--- src/rtl/dmem_pkg.sv ---
// Shared definitions for the data-memory port arbiter.
package dmem_pkg;

  localparam int AW_DEF   = 32;
  localparam int DW_DEF   = 32;
  localparam int WORD_LSB = 2;

  typedef enum logic [1:0] {
    ARB   = 2'd0,
    LOCK0 = 2'd1,
    LOCK1 = 2'd2
  } state_t;

endpackage

--- src/rtl/dmem_rr_pick.sv ---
// Two-way round-robin picker: one-hot grant among valid requesters allowed by mask.
module dmem_rr_pick (
  input  logic [1:0] valid,
  input  logic       last,
  input  logic [1:0] mask,
  output logic [1:0] grant
);

  logic [1:0] eligible;

  assign eligible = valid & mask;

  // On a tie, the requester that did not win last time goes first.
  always_comb begin
    grant = eligible;
    if (&eligible) grant = last ? 2'b01 : 2'b10;
  end

endmodule

--- src/rtl/dmem_port_arbiter.sv ---
// Shares a single-port data memory between the load/store unit (0) and a secondary port (1).
module dmem_port_arbiter
  import dmem_pkg::*;
#(
  parameter int AW = AW_DEF,
  parameter int DW = DW_DEF
) (
  input  logic          clk,
  input  logic          rst_n,
  input  logic          req0_valid,
  input  logic          req0_write,
  input  logic          req0_lock,
  input  logic [AW-1:0] req0_addr,
  input  logic [DW-1:0] req0_wdata,
  output logic          req0_ready,
  input  logic          req1_valid,
  input  logic          req1_write,
  input  logic          req1_lock,
  input  logic [AW-1:0] req1_addr,
  input  logic [DW-1:0] req1_wdata,
  output logic          req1_ready,
  output logic          rsp0_valid,
  output logic          rsp1_valid,
  output logic [DW-1:0] rsp_rdata,
  output logic [AW-1:0] mem_address,
  output logic [DW-1:0] mem_writedata,
  output logic          mem_memread,
  output logic          mem_memwrite,
  input  logic [DW-1:0] mem_readdata,
  output logic          err_misaligned
);

  state_t        state, state_nxt;
  logic          last_grant;
  logic [1:0]    mask;
  logic [1:0]    grant;
  logic          hs;
  logic          win;
  logic          sel_write;
  logic          sel_lock;
  logic [AW-1:0] sel_addr;
  logic [DW-1:0] sel_wdata;

  // Restrict eligibility to the lock owner while a lock is held.
  always_comb begin
    // NOTE: every always_comb output gets a default first so no path leaves it unassigned (no latch).
    mask = 2'b11;
    unique case (state)
      LOCK0:   mask = 2'b01;
      LOCK1:   mask = 2'b10;
      default: mask = 2'b11;
    endcase
  end

  dmem_rr_pick u_pick (
    .valid ({req1_valid, req0_valid}),
    .last  (last_grant),
    .mask  (mask),
    .grant (grant)
  );

  assign req0_ready = grant[0];
  assign req1_ready = grant[1];
  assign hs         = |grant;
  assign win        = grant[1];

  assign sel_write = win ? req1_write : req0_write;
  assign sel_lock  = win ? req1_lock  : req0_lock;
  assign sel_addr  = win ? req1_addr  : req0_addr;
  assign sel_wdata = win ? req1_wdata : req0_wdata;

  // Drive the winner's request onto the memory port; idle port is all zeros.
  always_comb begin
    mem_address   = '0;
    mem_writedata = '0;
    mem_memread   = 1'b0;
    mem_memwrite  = 1'b0;
    if (hs) begin
      mem_address   = sel_addr;
      mem_writedata = sel_wdata;
      mem_memread   = ~sel_write;
      mem_memwrite  = sel_write;
    end
  end

  // Next-state: enter a lock on a locked handshake, leave it on the owner's unlocked handshake.
  always_comb begin
    state_nxt = state;
    unique case (state)
      ARB:          if (hs && sel_lock)  state_nxt = win ? LOCK1 : LOCK0;
      LOCK0, LOCK1: if (hs && !sel_lock) state_nxt = ARB;
      default:      state_nxt = ARB;
    endcase
  end

  // State register and round-robin history.
  always_ff @(posedge clk or negedge rst_n) begin
    if (!rst_n) begin
      // NOTE: sequential state uses non-blocking assignments so all registers update together at the edge.
      state      <= ARB;
      last_grant <= 1'b1;
    end else begin
      state <= state_nxt;
      if (hs) last_grant <= win;
    end
  end

  // Registered load response: data and the matching requester pulse appear the cycle after the handshake.
  always_ff @(posedge clk or negedge rst_n) begin
    if (!rst_n) begin
      rsp0_valid <= 1'b0;
      rsp1_valid <= 1'b0;
      rsp_rdata  <= '0;
    end else begin
      rsp0_valid <= hs && !sel_write && !win;
      rsp1_valid <= hs && !sel_write &&  win;
      if (hs && !sel_write) rsp_rdata <= mem_readdata;
    end
  end

  // Sticky misalignment flag; the access itself still goes to the containing word.
  always_ff @(posedge clk or negedge rst_n) begin
    if (!rst_n) begin
      err_misaligned <= 1'b0;
    end else if (hs && (sel_addr[WORD_LSB-1:0] != '0)) begin
      err_misaligned <= 1'b1;
    end
  end

endmodule

--- config.mk ---
export PLATFORM = sky130hd
export DESIGN_NAME = dmem_port_arbiter
export DESIGN_NICKNAME = d
export VERILOG_FILES = /design/src/rtl/dmem_pkg.sv /design/src/rtl/dmem_rr_pick.sv /design/src/rtl/dmem_port_arbiter.sv
export SDC_FILE = /design/constraint.sdc
export NUM_CORES = 1
export LEC_CHECK = 0
export ABC_AREA = 1
export CAP_MARGIN = 15
export CORE_MARGIN = 3
export CORE_UTILIZATION = 26
export DETAILED_ROUTE_END_ITERATION = 10
export PLACE_DENSITY = 0.78
export SYNTH_ARGS = -nofsm -noshare
export SYNTH_HDL_FRONTEND = slang
export SYNTH_SLANG_ARGS = --single-unit
--- constraint.sdc ---
create_clock -name clk -period 2.2 [get_ports clk]
set_clock_uncertainty 0.2 [all_clocks]
set_input_delay 0.66 -clock clk [delete_from_list [all_inputs] [get_ports clk]]
set_output_delay 0.66 -clock clk [all_outputs]
set_load 0.1 [all_outputs]
==> Word-level counts from Yosys, hierarchy flattened <==
Cells that the tools add are included.
{ "classes": {"eq_ne": 4, "n_mux": 15, "bitwise_logic": 2, "n_reduce_logical": 15} }
{ "op_table": {"columns": ["op", "n"], "rows": [
  ["32-bit 2-to-1 mux", 4],
  ["2-bit 2-to-1 mux", 5],
  ["2-bit one-hot mux with 2 select lines", 2],
  ["1-bit logical AND", 6],
  ["1-bit 2-to-1 mux", 4],
  ["2-bit inequality test (second input constant)", 2],
  ["2-bit AND reduction", 2],
  ["2-bit OR reduction", 2],
  ["1-bit zero test", 3],
  ["2-bit AND", 1],
  ["2-bit by 1-bit equality test with 1-bit output (second input constant)", 1],
  ["2-bit equality test (second input constant)", 1],
  ["2-bit zero test", 1],
  ["2-bit nonzero test", 1],
  ["1-bit inverter", 1]
]} }
{ "word_totals": {"regBits": 38, "input_bits": 168, "out_inout_bits": 103, "elab_cells": 42} }

==> Depth between registers and ports, before layout <==
{ "depth": {"depth_word": 10, "depth_mapped": 12, "ltp_nobuf": 11} }

==> Cells and area by module <==
From an unflattened synthesis, not the netlist that was laid out.
{ "hier_totals": {"cells_unflattened": 403, "area_unflattened_um2": 2466.1} }
{ "by_module_without_submodules": {"columns": ["mod", "n_inst", "cells_each", "area_each_um2", "seq_area_each_um2"], "rows": [
  ["dmem_port_arbiter", 1, 395, 2434.8, 952.2],
  ["dmem_rr_pick", 1, 8, 31.3, 0.0]
]} }

==> Least setup slack after synthesis <==
Ideal clock, no wire load.
{ "synth_timing": {"kind": "input-to-output", "startpoint": "input port req1_valid", "endpoint": "output port mem_memwrite", "arrival_ps": 3253, "required_time_ps": 1340, "setup_slack_ps": -1913, "cell_stages": 5, "n_path_buf": 0, "path_cell_list": "inv_1 > nor2_4 > inv_1 > nand2_1 > a21boi_0"} }
{ "synth_via": {"elab_chain_cells": 5, "word_cells_on_any_way": 6, "classes_between": "mux (3); bitwise (1); reduce/logical (2)"} }
{ "synth_lines": {"columns": ["item", "line_no", "rtl"], "rows": [
  ["from (decl)", "dmem_port_arbiter.sv:16", "input logic req1_valid,"],
  ["2-bit AND *", "dmem_rr_pick.sv:11", "assign eligible = valid & mask;"],
  ["2-bit AND reduction", "dmem_rr_pick.sv:16", "if (&eligible) grant = last ? 2'b01 : 2'b10;"],
  ["2-bit 2-to-1 mux *", "dmem_rr_pick.sv:16", null],
  ["1-bit 2-to-1 mux / 2-bit OR reduction (equally long branches)", "dmem_port_arbiter.sv:67, dmem_port_arbiter.sv:64", null],
  ["1-bit 2-to-1 mux *", "dmem_port_arbiter.sv:78", "if (hs) begin"],
  ["to (decl)", "dmem_port_arbiter.sv:28", "output logic mem_memwrite,"]
]} }
Mark *: on every way between the ends. The rest lies on a longest branch, timed or not.

==> Worst setup path after layout <==
{ "layout_timing": {"startpoint": "register state[0]", "endpoint": "output port mem_address[1]"} }
{ "layout_via": {"elab_chain_cells": 7, "word_cells_on_any_way": 9, "classes_between": "eq/ne (2); mux (4); bitwise (1); reduce/logical (2)"} }
{ "layout_lines": {"columns": ["item", "line_no", "rtl"], "rows": [
  ["from (decl)", "dmem_port_arbiter.sv:33", "state_t state, state_nxt;"],
  ["from (signal assigned)", "dmem_port_arbiter.sv:103", "state <= state_nxt;"],
  ["2-bit equality test / 2-bit by 1-bit equality test with 1-bit output (equally long branches)", "dmem_port_arbiter.sv:48", "unique case (state)"],
  ["2-bit one-hot mux with 2 select lines *", "dmem_port_arbiter.sv:48", null],
  ["2-bit AND *", "dmem_rr_pick.sv:11", null],
  ["2-bit AND reduction", "dmem_rr_pick.sv:16", null],
  ["2-bit 2-to-1 mux *", "dmem_rr_pick.sv:16", null],
  ["32-bit 2-to-1 mux / 2-bit OR reduction (equally long branches)", "dmem_port_arbiter.sv:69, dmem_port_arbiter.sv:64", null],
  ["32-bit 2-to-1 mux *", "dmem_port_arbiter.sv:78", null],
  ["to (decl)", "dmem_port_arbiter.sv:25", "output logic [AW-1:0] mem_address,"]
]} }
Marks and branches as above.

==> flow_summary_export.csv <==
group,metric,value,unit
outcome,status,"finished, violations left",
outcome,violations,"negative setup slack",
clock_tree,holdBufCountCts,0,
synthesis,yosys.area.top_type,"dfrtp_1",
placed_design,portBuffers,270,
global_route,grt_pass1_wl,24520,um
clock_tree,tritoncts,"done",
sta,fmax,344.5,MHz
global_route,grt_max_degree,33,
sta,tightest_slew,0.3084,ns
finish,multi_input_area,2556,um2
placed_design,gp_congestion,0.8185,
finish,nNetsFinal,872,
power_and_ir_drop,p_total,14570,uW
die,die_y,104.6,um
setup_path,cp_max_fo,5,
setup_path,path_cells,"buf_6 > ha_4 > nor2_4 > nand2_4 > buf_6 > or2_4 > o21ai_4 > inv_2 > nand2_4 > clkinvlp_4 > buf_12",
clock_tree,cts.sinks,38,
flow_run,maxCapViolations,0,
sta,setup_viol,70,
synthesis,seq_area_frac_synth,37.64,%
synthesis,synth_top_area_share,36.60,%
synthesis,async_flop_share,100.0,%
finish,syn_to_final_growth,224.1,%
clock_tree,htree_levels,2,
drt,wl_per_cell,20.96,um
worst_hold_path,holdCritPathClass,"in2async",
die,io_pins,271,
global_route,grt.total_usage,28.83,%
setup_path,crit_path_top_delay_cell,"dfrtp_1",
drt,dr.first_iter.drc_count,171,
die,dieArea,10950,um2
setup_path,endpoint_kind,"primary output",
synthesis,ys_types,21,
placed_design,hpwl,12250,um
sta,rsz0062_at_grt,"yes",
setup_path,crit_required,1.34,ns
finish,final_area,8199,um2
finish,drive_gt1_share,45.30,%
sta,holdWs,0.03808,ns
sta,fin_crit,2.903,ns
drt,drt-pass1-iter-count,6,
finish,utilization,87.90,%
drt,vias,4041,
global_route,antenna_found_initial,4,
global_route,first_global_vias,4281,
setup_path,ff2ff_path_depth,14,
clock_tree,clk_root_buffer_cell,"clkbuf_8",
setup_path,r2r_slack,-0.07,ns
setup_path,crit_type,"reg2out",
sta,slew_violations,0,
die,core_area,9328,um2
synthesis,yosysMostFrequentCell,"nand2_1",
setup_path,worstSetupStartpointType,"flop",
placed_design,place_area,7525,um2
synthesis,syn_area,2530,um2
finish,regArea,952.2,um2
sta,max_slew_margin,79.44,%
die,start_util,27.12,%
drt,routed_wl,17460,um
synthesis,synth_area_leaders,"dfrtp_1, nand2_1, nand3_1",
drt,antenna_left,0,
synthesis,avgSynthCellArea,6.309,um2
synthesis,synth_edf_count,0,
synthesis,ys.flop_type,"dfrtp_1",
finish,nFillCells,415,
synthesis,synth_nets,572,
setup_path,cpPeakStageDelay,0.42,ns
synthesis,synth_seq_cells,38,
sta,fin_crit_sh,131.9,%
setup_path,cp-startpoint,"state[0]",
setup_path,r2r-end,"state[1]",
global_route,overflow,0,
synthesis,synthCells,401,
setup_path,cp.arrival,2.04,ns
clock_tree,clk_pin_slew,0.08,ns
clock_tree,clockBufferDepth,2,
power_and_ir_drop,power.density,1777,nW/um2
drt,drc_errors,0,
setup_path,r2r-start,"state[1]",
clock_tree,worstSkewPairLatency,0.29,ns
sta,hold_viol_final,0,
sta,setup_ws,-0.7026,ns
clock_tree,cts_buffers,5,
synthesis,yosys_warnings,0,
die,dieWidth,104.6,um
power_and_ir_drop,leakage,0.003602,uW
drt,via_per_inst,4.851,
die,row_count,35,
power_and_ir_drop,peakVddDrop,1.752,mV
synthesis,synth_common_cells,"nand2_1, nand3_1, dfrtp_1",
[worst max-delay path by stage]
stage | endpoint | slack [ns] | cells past startpoint
after global placement | mem_address[1] | -0.91 | 11
after global routing | mem_address[1] | -0.76 | 11
final | mem_address[1] | -0.70 | 11
after detailed placement | mem_writedata[30] | -0.93 | 7
after CTS | mem_address[1] | -0.68 | 11
after floorplan | mem_address[1] | -0.39 | 8
[cell usage in the layout, fill, tap and decap left out, drive strengths merged]
cell	n
bufbuf	2
nand2	238
o21a	1
clkinv	2
nor2	6
a21boi	1
dfrtp	37
inv	12
clkbuf	8
clkdlybuf4s15	1
buf	149
clkinvlp	2
diode	2
o21ai	2
dfstp	1
dlygate4sd2	1
clkdlybuf4s50	164
or2	1
nand3	71
ha	3
[power breakdown]
| group | internal (uW) | switching [uW] |
|---|---|---|
| sequential | 1030 | 372 |
| combinational | 4580 | 8070 |
| clock | 252 | 267 |
| total | 5860 | 8710 |
[kinds of logic after synthesis]
logic type                 after synthesis  share of synthesized area [%]
AOI/OAI and AO/OA                        4                         0.9894
DFF                                     38                          37.64
adders and majority gates                3                          1.484
and+or+nand+nor                        316                          51.68
buffers and inverters                   40                          8.210
[state kept, by name (all words and copies together) (netlist names)]
name	cells
rsp_rdata	32
state	2
rsp1_valid	1
err_misaligned	1
rsp0_valid	1
last_grant	1
[timing repair]
item	in CTS	in global routing
pin swaps	3	6
gates resized for setup	31	35
endpoints found under the setup margin	102	89
buffers inserted	8	7
hold endpoints to repair	0	0
cloned	5	2
[stage by stage]
| stage | TNS [ns] | worst slack, ns | cells |
|---|---|---|---|
| after global placement | -73.47 | -0.9099 | 801 |
| after global routing | -48.26 | -0.7636 | 833 |
| after CTS | -43.43 | -0.6832 | 822 |
| after floorplan | -16.59 | -0.3924 | 401 |
| final | -42.45 | -0.7026 | 833 |
| after detailed placement | -76.70 | -0.9271 | 801 |
[metal layers]
layer  GRT usage (%)  vias to the layer above  routed length, um
met5               0                        -                 34
met4           11.34                        4                739
met3           10.69                       50               1495
met2           55.67                      220               9598
met1           27.26                     1921               5592
li1                -                     1846                  -
[worst max-delay path: cells and delay by family (launching register included)]
family / cells / cell delay (ns)
and+or+nand+nor: 4 / 0.52
AOI/OAI and AO/OA: 1 / 0.07
adders and majority gates: 1 / 0.16
buffers and inverters: 5 / 0.58
DFF: 1 / 0.42
[layout make-up]
| cell class | instances | share of cell area, % |
|---|---|---|
| inverters | 14 | 0.9309 |
| multi-input cells | 323 | 31.18 |
| diodes | 2 | 0.06104 |
| well taps | 129 | 1.969 |
| flip-flops and latches | 38 | 11.61 |
| clock inverters | 2 | 0.1526 |
| repair buffers | 319 | 53.09 |
| clock buffers | 6 | 1.007 |
(Power assumes the default switching activity.)
